### src/rtl/ps2_byte_rx_pkg.sv
// Shared types and frame constants for the PS/2 byte receiver.
package hack_ps2_pkg;

  typedef enum logic [1:0] {
    ST_IDLE,
    ST_DATA,
    ST_PARITY,
    ST_STOP
  } ps2_state_e;

  localparam int   PS2_DATA_BITS = 8;
  localparam logic START_BIT     = 1'b0;
  localparam logic STOP_BIT      = 1'b1;

endpackage

### src/rtl/ps2_byte_rx_if.sv
// Byte output channel of the PS/2 receiver: one-entry valid/ready plus
// single-cycle fault pulses.
interface ps2_byte_rx_if;
  import hack_ps2_pkg::*;

  logic [PS2_DATA_BITS-1:0] out_data;
  logic                     out_valid;
  logic                     out_ready;
  logic                     frame_err;
  logic                     overrun;

  modport master (
    output out_data, out_valid, frame_err, overrun,
    input  out_ready
  );

  modport slave (
    input  out_data, out_valid, frame_err, overrun,
    output out_ready
  );
endinterface

### src/rtl/ps2_byte_rx_sync_edge.sv
// Pin synchronizer with a registered falling-edge detect. The level output
// is the delayed synced value, aligned with fe, so two instances of this
// module give clock and data paths of equal depth.
module ps2_sync_edge #(
  parameter int SYNC_STAGES = 2
) (
  input  logic clk,
  input  logic reset,
  input  logic pin,
  output logic level,
  output logic fe
);

  logic [SYNC_STAGES-1:0] sync_q;
  logic                   prev_q;
  logic                   fe_q;

  // Synchronizer chain, one-cycle history and registered falling edge.
  always_ff @(posedge clk) begin
    if (reset) begin
      sync_q <= '1;
      prev_q <= 1'b1;
      fe_q   <= 1'b0;
    end else begin
      sync_q <= {sync_q[SYNC_STAGES-2:0], pin};
      prev_q <= sync_q[SYNC_STAGES-1];
      fe_q   <= prev_q & ~sync_q[SYNC_STAGES-1];
    end
  end

  assign level = prev_q;
  assign fe    = fe_q;

endmodule

### src/rtl/ps2_byte_rx.sv
// PS/2 device-to-host frame receiver: deserializes 11-bit frames into bytes,
// holds each byte in a one-entry valid/ready register, and pulses frame_err
// or overrun on faults.
module ps2_byte_rx
  import hack_ps2_pkg::*;
#(
  parameter int SYNC_STAGES    = 2,
  parameter int TIMEOUT_CYCLES = 50000
) (
  input  logic          clk,
  input  logic          reset,
  input  logic          ps2_clk,
  input  logic          ps2_data,
  ps2_byte_rx_if.master ob
);

  localparam int                 TW       = $clog2(TIMEOUT_CYCLES);
  localparam int                 BW       = $clog2(PS2_DATA_BITS);
  localparam logic [TW-1:0]      TMO_LAST = TW'(TIMEOUT_CYCLES - 1);
  localparam logic [BW-1:0]      BIT_LAST = BW'(PS2_DATA_BITS - 1);

  logic clk_fe;
  logic clk_lvl_unused;
  logic data_lvl;
  logic data_fe_unused;

  ps2_sync_edge #(.SYNC_STAGES(SYNC_STAGES)) u_clk_sync (
    .clk   (clk),
    .reset (reset),
    .pin   (ps2_clk),
    .level (clk_lvl_unused),
    .fe    (clk_fe)
  );

  ps2_sync_edge #(.SYNC_STAGES(SYNC_STAGES)) u_data_sync (
    .clk   (clk),
    .reset (reset),
    .pin   (ps2_data),
    .level (data_lvl),
    .fe    (data_fe_unused)
  );

  ps2_state_e               state_q, state_d;
  logic [BW-1:0]            bit_cnt_q, bit_cnt_d;
  logic [PS2_DATA_BITS-1:0] shreg_q, shreg_d;
  logic                     par_ok_q, par_ok_d;
  logic [TW-1:0]            tmo_q, tmo_d;
  logic                     good_stop;
  logic                     bad_frame;

  logic [PS2_DATA_BITS-1:0] out_data_q;
  logic                     out_valid_q;
  logic                     frame_err_q;
  logic                     overrun_q;

  // Frame state, bit counter, shift register, parity flag and idle timer.
  always_ff @(posedge clk) begin
    if (reset) begin
      state_q   <= ST_IDLE;
      bit_cnt_q <= '0;
      shreg_q   <= '0;
      par_ok_q  <= 1'b0;
      tmo_q     <= '0;
    end else begin
      state_q   <= state_d;
      bit_cnt_q <= bit_cnt_d;
      shreg_q   <= shreg_d;
      par_ok_q  <= par_ok_d;
      tmo_q     <= tmo_d;
    end
  end

  // Next-state: every frame step advances on a ps2_clk fall; the idle timer
  // is the only way out of a frame without one.
  always_comb begin
    state_d   = state_q;
    bit_cnt_d = bit_cnt_q;
    shreg_d   = shreg_q;
    par_ok_d  = par_ok_q;
    tmo_d     = tmo_q;
    good_stop = 1'b0;
    bad_frame = 1'b0;

    if (state_q == ST_IDLE || clk_fe) begin
      tmo_d = '0;
    end else if (tmo_q == TMO_LAST) begin
      // Abandon the partial frame; the next start bit begins clean.
      tmo_d     = '0;
      state_d   = ST_IDLE;
      shreg_d   = '0;
      bad_frame = 1'b1;
    end else begin
      tmo_d = tmo_q + 1'b1;
    end

    if (clk_fe) begin
      case (state_q)
        ST_IDLE: begin
          // A high data line here is a glitch, not a start bit; ignore it.
          if (data_lvl == START_BIT) begin
            state_d   = ST_DATA;
            bit_cnt_d = '0;
          end
        end
        ST_DATA: begin
          shreg_d = {data_lvl, shreg_q[PS2_DATA_BITS-1:1]};
          if (bit_cnt_q == BIT_LAST) state_d = ST_PARITY;
          else                       bit_cnt_d = bit_cnt_q + 1'b1;
        end
        ST_PARITY: begin
          par_ok_d = ^{shreg_q, data_lvl};
          state_d  = ST_STOP;
        end
        ST_STOP: begin
          state_d = ST_IDLE;
          if (data_lvl == STOP_BIT && par_ok_q) good_stop = 1'b1;
          else                                  bad_frame = 1'b1;
        end
        default: state_d = ST_IDLE;
      endcase
    end
  end

  // Holding register: a delivery wins over a same-cycle accept, and a full
  // register that is not being drained drops the new byte.
  always_ff @(posedge clk) begin
    if (reset) begin
      out_data_q  <= '0;
      out_valid_q <= 1'b0;
      frame_err_q <= 1'b0;
      overrun_q   <= 1'b0;
    end else begin
      frame_err_q <= bad_frame;
      overrun_q   <= 1'b0;
      if (good_stop) begin
        if (!out_valid_q || ob.out_ready) begin
          out_data_q  <= shreg_q;
          out_valid_q <= 1'b1;
        end else begin
          overrun_q <= 1'b1;
        end
      end else if (out_valid_q && ob.out_ready) begin
        out_valid_q <= 1'b0;
      end
    end
  end

  assign ob.out_data  = out_data_q;
  assign ob.out_valid = out_valid_q;
  assign ob.frame_err = frame_err_q;
  assign ob.overrun   = overrun_q;

endmodule
### src/flat_wrapper.sv
// flat-port wrapper written by rule: the top's interface ports become plain ports
module ps2_byte_rx_flat import hack_ps2_pkg::*;
#(
  parameter int SYNC_STAGES    = 2,
  parameter int TIMEOUT_CYCLES = 50000
)
  (clk, reset, ps2_clk, ps2_data, ob_out_data, ob_out_valid, ob_frame_err, ob_overrun, ob_out_ready);
  ps2_byte_rx_if ob_i ();
  input  logic clk;
  input  logic reset;
  input  logic ps2_clk;
  input  logic ps2_data;
  output wire logic [$bits(ob_i.out_data)-1:0] ob_out_data;
  output wire logic [$bits(ob_i.out_valid)-1:0] ob_out_valid;
  output wire logic [$bits(ob_i.frame_err)-1:0] ob_frame_err;
  output wire logic [$bits(ob_i.overrun)-1:0] ob_overrun;
  input wire logic [$bits(ob_i.out_ready)-1:0] ob_out_ready;
  assign ob_out_data = ob_i.out_data;
  assign ob_out_valid = ob_i.out_valid;
  assign ob_frame_err = ob_i.frame_err;
  assign ob_overrun = ob_i.overrun;
  assign ob_i.out_ready = ob_out_ready;
  ps2_byte_rx #(.SYNC_STAGES(SYNC_STAGES), .TIMEOUT_CYCLES(TIMEOUT_CYCLES)) u_core (.clk(clk), .reset(reset), .ps2_clk(ps2_clk), .ps2_data(ps2_data), .ob(ob_i));
endmodule
### config.mk
export PLATFORM = sky130hd
export DESIGN_NAME = ps2_byte_rx_flat
export DESIGN_NICKNAME = d
export VERILOG_FILES = /design/src/rtl/ps2_byte_rx_pkg.sv /design/src/rtl/ps2_byte_rx_if.sv /design/src/rtl/ps2_byte_rx_sync_edge.sv /design/src/rtl/ps2_byte_rx.sv /design/src/flat_wrapper.sv
export SDC_FILE = /design/constraint.sdc
export NUM_CORES = 1
export LEC_CHECK = 0
export CAP_MARGIN = 10
export CELL_PAD_IN_SITES_DETAIL_PLACEMENT = 1
export CELL_PAD_IN_SITES_GLOBAL_PLACEMENT = 2
export CORE_AREA = 2 2 75 77
export CTS_CLUSTER_SIZE = 14
export DETAILED_ROUTE_END_ITERATION = 12
export DIE_AREA = 0 0 77 79
export PLACE_DENSITY_LB_ADDON = 0.2
export SLEW_MARGIN = 20
export SYNTH_ARGS = -nofsm -noshare
export SYNTH_HDL_FRONTEND = slang
export SYNTH_SLANG_ARGS = --single-unit
### constraint.sdc
create_clock -name clk -period 3.21 [get_ports clk]
set_input_delay 0.4815 -clock clk [delete_from_list [all_inputs] [get_ports clk]]
set_output_delay 0.4815 -clock clk [all_outputs]
set_load 0.05 [all_outputs]
==> run_results.csv, run 1 <==
group,metric,value,unit
outcome,status,"finished clean",
synth,synth_top_cell_by_area,"dfxtp_1",
place,io_buffers,15,
clocking,cts-htree-levels,2,
synth,syn_area,1956,um2
die,fp.dieH,79,um
layout,mostFrequentLayoutCell,"dfxtp_1",
critical_path,rrSetupSlack,1.04,ns
power_and_ir_drop,combPwrFrac,1.8,%
worst_hold_path,hold-path-endpoint,"u_core.u_data_sync.sync_q[1]",
power_and_ir_drop,totalPowerFinal,1.049,mW
routing,drc,0,
timing,grt_setup_unrepaired,"no",
layout,final_util,42.85,%
global_routing,antenna_found_initial,0,
die,num_rows,27,
global_routing,grt_use_met1,16.06,%
synth,ys_types,35,
synth,async_reset_ff_share,0,%
worst_hold_path,min_path_cells,1,
power_and_ir_drop,p_switching,0.2109,mW
global_routing,grt-busiest-layer,"met2",
synth,synthCells,207,
timing,finalHoldViolations,0,
global_routing,grtUsageTotal,14.67,%
timing,finalSetupTns,0,ns
critical_path,start_kind,"flop",
clocking,holdBufCountCts,0,
routing,wire_per_inst,14.21,um
routing,viasPerCell,5.007,
routing,first_iter_violations,53,
die,die_area,6083,um2
critical_path,reg2reg_to,"u_core.tmo_q[12]",
global_routing,grt_use_met3,3.182,%
routing,num_vias,1482,
power_and_ir_drop,seq_power_share,57.2,%
worst_hold_path,hold_path.class,"reg -> reg",
synth,synth_edf_count,0,
timing,tightest_slew,0.6150,ns
synth,seq_area_frac_synth,49.14,%
synth,syn_nets,215,
layout,num-nets-final,231,
critical_path,crit_type,"reg -> reg",
routing,firstDrtPassIters,4,
layout,diodes,0,
clocking,clock_path_buffers,2,
layout,syn_to_final_growth,16.95,%
global_routing,grt_max_degree,18,
power_and_ir_drop,powerDensity,458.8,nW/um2
clocking,cts_setup_buffers,0,
global_routing,grtUsageMet2,28.60,%
timing,relSlewSlack,58.88,%
power_and_ir_drop,power_leakage,0.8307,nW
timing,max_freq,461.2,MHz
timing,maxSlewViolCount,0,
critical_path,critPathArrivalTime,2.33,ns
routing,drt-total-wl,4.205,mm
synth,yosysWarnings,0,
global_routing,grt_pass1_wl,7.107,mm
critical_path,required,3.37,ns
clocking,cts_resized,0,
power_and_ir_drop,peakVddDrop,0.1776,mV
power_and_ir_drop,p_sw_share,20.10,%
clocking,cts_tree,"yes",
critical_path,end_kind,"flop",
timing,hold-worst-slack,0.4140,ns
synth,yosys-top-cells-area,"dfxtp_1 (49%), xnor2_1 (7.2%), nor2_1 (6.3%)",
timing,fin_crit,2.168,ns
clocking,clock_latency,0.29,ns
synth,ys.flop_type,"dfxtp_1",
clocking,cts_made_buffers,5,
critical_path,rr_startpoint,"u_core.tmo_q[13]",
critical_path,reg2regPathDepth,4,
die,initial_utilization,36.64,%
worst_hold_path,hold_path.startpoint,"u_core.u_data_sync.sync_q[0]",
synth,ys_ff_latch,48,
timing,period_share,67.55,%
power_and_ir_drop,clkPwrFrac,41.0,%
clocking,cts_root_buf,"clkbuf_8",
synth,yosys.area.top_type_share,49.14,%
timing,clock_skew,0.007866,ns
routing,ant_nets,0,
place,gp_congestion,0.7977,
layout,layout_common_cells,"dfxtp_1 (48), nor2_1 (33), nand2_1 (16), xnor2_1 (16), clkdlybuf4s50_1 (15)",
timing,finalSetupViolations,0,
critical_path,critPathMaxFanout,15,
layout,drive_gt1_share,9.375,%
power_and_ir_drop,internal_power,0.8385,mW
global_routing,grt_pass1_vias,1528,
die,core_area,5338,um2
clocking,clk_pin_slew,0.09,ns
die,ios,16,
synth,syn_avg_cell_area,9.447,um2
clocking,clock-sinks,48,
run,drv_cap,0,
global_routing,gr-total-overflow,0,
place,dp_hpwl,3.144,mm
die,die_x,77,um
[worst max-delay path, cell delays in order (launching register included)]
cell	delay, ns
dfxtp_1	0.36
or4b_4	0.55
or4_4	0.58
nand2_1	0.42
nor2_1	0.11
[stage by stage]
| step | cell area (um2) | instances | worst slack, ns |
|---|---|---|---|
| after CTS | 2287 | 296 | 1.021 |
| after global routing | 2287 | 296 | 0.9236 |
| after floorplan | 1956 | 207 | 1.197 |
| final | 2287 | 296 | 1.042 |
| after global placement | 2176 | 288 | 1.128 |
| after detailed placement | 2176 | 288 | 1.044 |
[state kept, by name, summed over array words and instances, names as in the netlist]
name / flops
u_core.tmo_q: 16
u_core.ob.out_data: 8
u_core.shreg_q: 8
u_core.bit_cnt_q: 3
u_core.state_q: 2
u_core.u_clk_sync.sync_q: 2
u_core.u_data_sync.sync_q: 2
u_core.ob.frame_err: 1
u_core.ob.out_valid: 1
u_core.ob.overrun: 1
u_core.par_ok_q: 1
u_core.u_clk_sync.fe: 1
u_core.u_clk_sync.level: 1
u_core.u_data_sync.level: 1
[power groups by stage]
stage | sequential (mW) | clock, mW | combinational (mW)
6_report | 0.600 | 0.430 | 0.0187
5_1_grt | 0.601 | 0.476 | 0.0205
4_1_cts | 0.601 | 0.446 | 0.0194
3_5_place_dp | 0.615 | 0 | 0.0192
3_3_place_gp | 0.614 | 0 | 0.0186
2_1_floorplan | 0.613 | 0 | 0.0120
[metal layers]
metal,routed length [um],vias up,part of all wire (%)
li1,-,742,-
met1,1820,725,43
met2,2267,13,54
met3,92,2,2.2
met4,25,0,0.59
met5,0,-,0
[worst max path at each step]
stage,startpoint,endpoint,slack (ns),cells past startpoint
2_1_floorplan,u_core.tmo_q[13],u_core.shreg_q[7],1.20,4
5_1_grt,u_core.tmo_q[0],u_core.tmo_q[12],0.92,5
4_1_cts,u_core.tmo_q[13],u_core.tmo_q[12],1.02,4
3_5_place_dp,u_core.tmo_q[13],u_core.tmo_q[2],1.04,4
3_3_place_gp,ob_out_ready,u_core.ob.out_data[5],1.13,5
6_report,u_core.tmo_q[13],u_core.tmo_q[12],1.04,4
[cell usage after synthesis (2+ instances only)]
| cell | instances |
|---|---|
| a21oi_1 | 7 |
| a22o_1 | 7 |
| clkbuf_1 | 6 |
| dfxtp_1 | 48 |
| ha_1 | 3 |
| inv_1 | 7 |
| mux2i_1 | 9 |
| nand2_1 | 16 |
| nand3_1 | 6 |
| nand4_1 | 4 |
| nand4b_1 | 2 |
| nor2_1 | 33 |
| nor2b_1 | 2 |
| nor3_1 | 6 |
| nor4_1 | 5 |
| o211ai_1 | 3 |
| or2_2 | 8 |
| xnor2_1 | 16 |
| xor2_1 | 3 |
[cell families (layout without fill, tap and decap cells)]
logic type / Yosys count / after routing / synth area share [%]
simple gates: 90 / 90 / 22.97
fa+ha+maj: 3 / 3 / 1.920
compound gates: 23 / 23 / 8.957
buf+inv: 14 / 31 / 2.751
xor+xnor: 20 / 20 / 9.661
flops: 48 / 48 / 49.14
mux: 9 / 9 / 4.607
[area by class of cell]
type,count,area [um2]
Clock buffer,5,68.82
Clock inverter,3,42.54
Fill cell,638,3050
Inverter,7,26.28
Multi-Input combinational cell,145,940.9
Sequential cell,48,960.9
Tap cell,72,90.09
Timing Repair Buffer,16,157.7
Power figures use the tool's default switching activity.
==> inputs of run 2 (changes only) <==
--- a/config.mk
+++ b/config.mk
@@ -8,10 +8,10 @@
 export CAP_MARGIN = 10
 export CELL_PAD_IN_SITES_DETAIL_PLACEMENT = 1
 export CELL_PAD_IN_SITES_GLOBAL_PLACEMENT = 2
-export CORE_AREA = 2 2 75 77
+export CORE_AREA = 2 2 82 84
 export CTS_CLUSTER_SIZE = 14
 export DETAILED_ROUTE_END_ITERATION = 12
-export DIE_AREA = 0 0 77 79
+export DIE_AREA = 0 0 84 86
 export PLACE_DENSITY_LB_ADDON = 0.2
 export SLEW_MARGIN = 20
 export SYNTH_ARGS = -nofsm -noshare
==> constraint.sdc (replaced) <==
create_clock -name clk -period 1.8 [get_ports clk]
set_input_delay 0.27 -clock clk [delete_from_list [all_inputs] [get_ports clk]]
set_output_delay 0.27 -clock clk [all_outputs]
set_load 0.05 [all_outputs]
==> run 2 against run 1 <==
  * Utilization down 3.3 points
  * Final cell count up 9.1%
  * Setup slack worse by 1.3 ns
  * The run now ends with negative setup slack left
  * Maximum frequency up 7.6%
  * Combinational power up 93%
  * Flip-flop and latch count unchanged
  * Hold slack better by 0.0045 ns
  * Wire length up 7.3%
  * Critical path depth unchanged
  * Total power up 66%
  * Register-to-register slack worse by 1.3 ns
  * Clock power up 49%
==> run_results.csv, run 2 (synthesis gave the netlist of run 1 again) <==
group,metric,value,unit
die,ios,16,
global_routing,antenna_found_initial,0,
critical_path,required,2.00,ns
timing,finalHoldViolations,0,
routing,firstDrtPassIters,4,
layout,top_register,"u_core.tmo_q",
power_and_ir_drop,p_sw_share,21.97,%
die,die_area,7224,um2
layout,drive_gt1_share,19.11,%
power_and_ir_drop,combPwrFrac,2.1,%
clocking,cts-htree-levels,2,
power_and_ir_drop,powerDensity,703.1,nW/um2
place,place_area,2354,um2
worst_hold_path,hold_path.class,"reg -> reg",
clocking,cts_made_buffers,5,
timing,final.setup.worst_slack,-0.2161,ns
clocking,clock-sinks,48,
die,core_area,6277,um2
run,drv_cap,0,
timing,fin_crit,2.016,ns
layout,n_fill_cell,727,
power_and_ir_drop,power_leakage,0.9542,nW
layout,num-nets-final,253,
routing,drc,0,
place,io_buffers,15,
global_routing,grtUsageTotal,12.95,%
power_and_ir_drop,seq_power_share,61.3,%
critical_path,start_kind,"flop",
layout,mostFrequentLayoutCell,"dfxtp_1",
timing,maxSlewViolCount,0,
place,dp_hpwl,3.394,mm
routing,num_vias,1557,
critical_path,critPathArrivalTime,2.22,ns
timing,grt_setup_unrepaired,"yes",
global_routing,grt_pass1_wl,7.521,mm
global_routing,grt_max_degree,16,
clocking,clock_path_buffers,2,
outcome,status,"finished, violations left",
die,die_x,84,um
global_routing,grt_pass1_vias,1636,
die,fp.dieH,86,um
critical_path,critPathMaxFanout,7,
clocking,clk_pin_slew,0.09,ns
layout,diodes,0,
outcome,violations,"negative setup slack",
power_and_ir_drop,internal_power,1.363,mW
layout,layout_common_cells,"dfxtp_1 (46), nor2_1 (33), buf_4 (21), xnor2_1 (16)",
timing,period_share,112.0,%
routing,wire_per_inst,13.97,um
routing,ant_nets,0,
timing,tightest_slew,0.5089,ns
layout,syn_to_final_growth,27.00,%
timing,clock_skew,0.008494,ns
clocking,clock_latency,0.30,ns
power_and_ir_drop,clkPwrFrac,36.6,%
routing,drt-total-wl,4.511,mm
layout,largest_register_ffs,16,
critical_path,end_kind,"flop",
routing,first_iter_violations,39,
critical_path,crit_type,"reg -> reg",
layout,fin_area,2484,um2
global_routing,gr-total-overflow,0,
die,initial_utilization,31.15,%
clocking,cts_root_buf,"clkbuf_8",
die,num_rows,29,
place,gp_congestion,0.7821,
timing,max_freq,496.0,MHz
routing,viasPerCell,4.820,
place,dp_slack,-0.2382,ns
clocking,cts_tree,"yes",
timing,finalSetupViolations,25,
power_and_ir_drop,p_switching,0.3836,mW
timing,relSlewSlack,65.97,%
power_and_ir_drop,peakVddDrop,0.3735,mV
-- run 2: routing by layer --
layer	GRT usage [%]	routed length [um]	up-vias
li1	-	-	783
met1	14.88	2095	752
met2	23.42	2248	14
met3	3.176	89	8
met4	4.692	77	0
met5	0	0	-
-- run 2: area by class of cell --
cell class	instances	area, um2	share of cell area (%)
sequential	48	963.4	38.79
multi-input combinational	145	955.9	38.49
timing repair buffer	38	352.8	14.21
tap	77	96.34	3.879
clock buffer	6	72.57	2.922
inverter	7	26.28	1.058
clock inverter	2	16.27	0.6549
-- run 2: through the flow --
| step | util, % | hold WS (ns) | instances | setup TNS, ns | power [mW] |
|---|---|---|---|---|---|
| 6_report | 39.57 | 0.4185 | 323 | -4.237 | 1.746 |
| 5_1_grt | 39.57 | 0.4519 | 323 | -5.217 | 1.821 |
| 2_1_floorplan | - | 0.3738 | 207 | -2.330 | 1.114 |
| 3_3_place_gp | 37.49 | 0.3951 | 314 | -4.383 | 1.131 |
| 4_1_cts | 39.09 | 0.4248 | 322 | -4.502 | 1.773 |
| 3_5_place_dp | 37.49 | 0.4037 | 314 | -4.908 | 1.132 |
-- run 2: worst paths after layout --
path / start / end / slack (ns) / cells after the start
hold / removal: u_core.u_data_sync.sync_q[0] / u_core.u_data_sync.sync_q[1] / 0.42 / 1
setup / recovery: u_core.tmo_q[11] / u_core.shreg_q[2] / -0.22 / 4
hold reg to reg: u_core.u_data_sync.sync_q[0] / u_core.u_data_sync.sync_q[1] / 0.42 / 1
setup reg to reg: u_core.tmo_q[11] / u_core.shreg_q[2] / -0.22 / 4
-- run 2: critical path, stage by stage, from the launching register on --
cell	delay [ns]
dfxtp_1	0.32
or4b_4	0.54
or4_4	0.56
o211a_4	0.28
a22o_1	0.23
-- run 2: power by group through the flow --
stage	registers, mW	logic (mW)	clock network (mW)
global placement	1.10	0.0351	0
detailed placement	1.10	0.0362	0
global route	1.07	0.0405	0.708
floorplan	1.09	0.0213	0
finish	1.07	0.0360	0.640
CTS	1.07	0.0366	0.665
-- run 2: repair_timing --
item | CTS | global route
buffers inserted | 0 | 0
gates resized for setup | 4 | 1
cloned | 0 | 1
pin swaps | 5 | 1
hold buffers | 0 | 0
setup endpoints to repair | 25 | 25
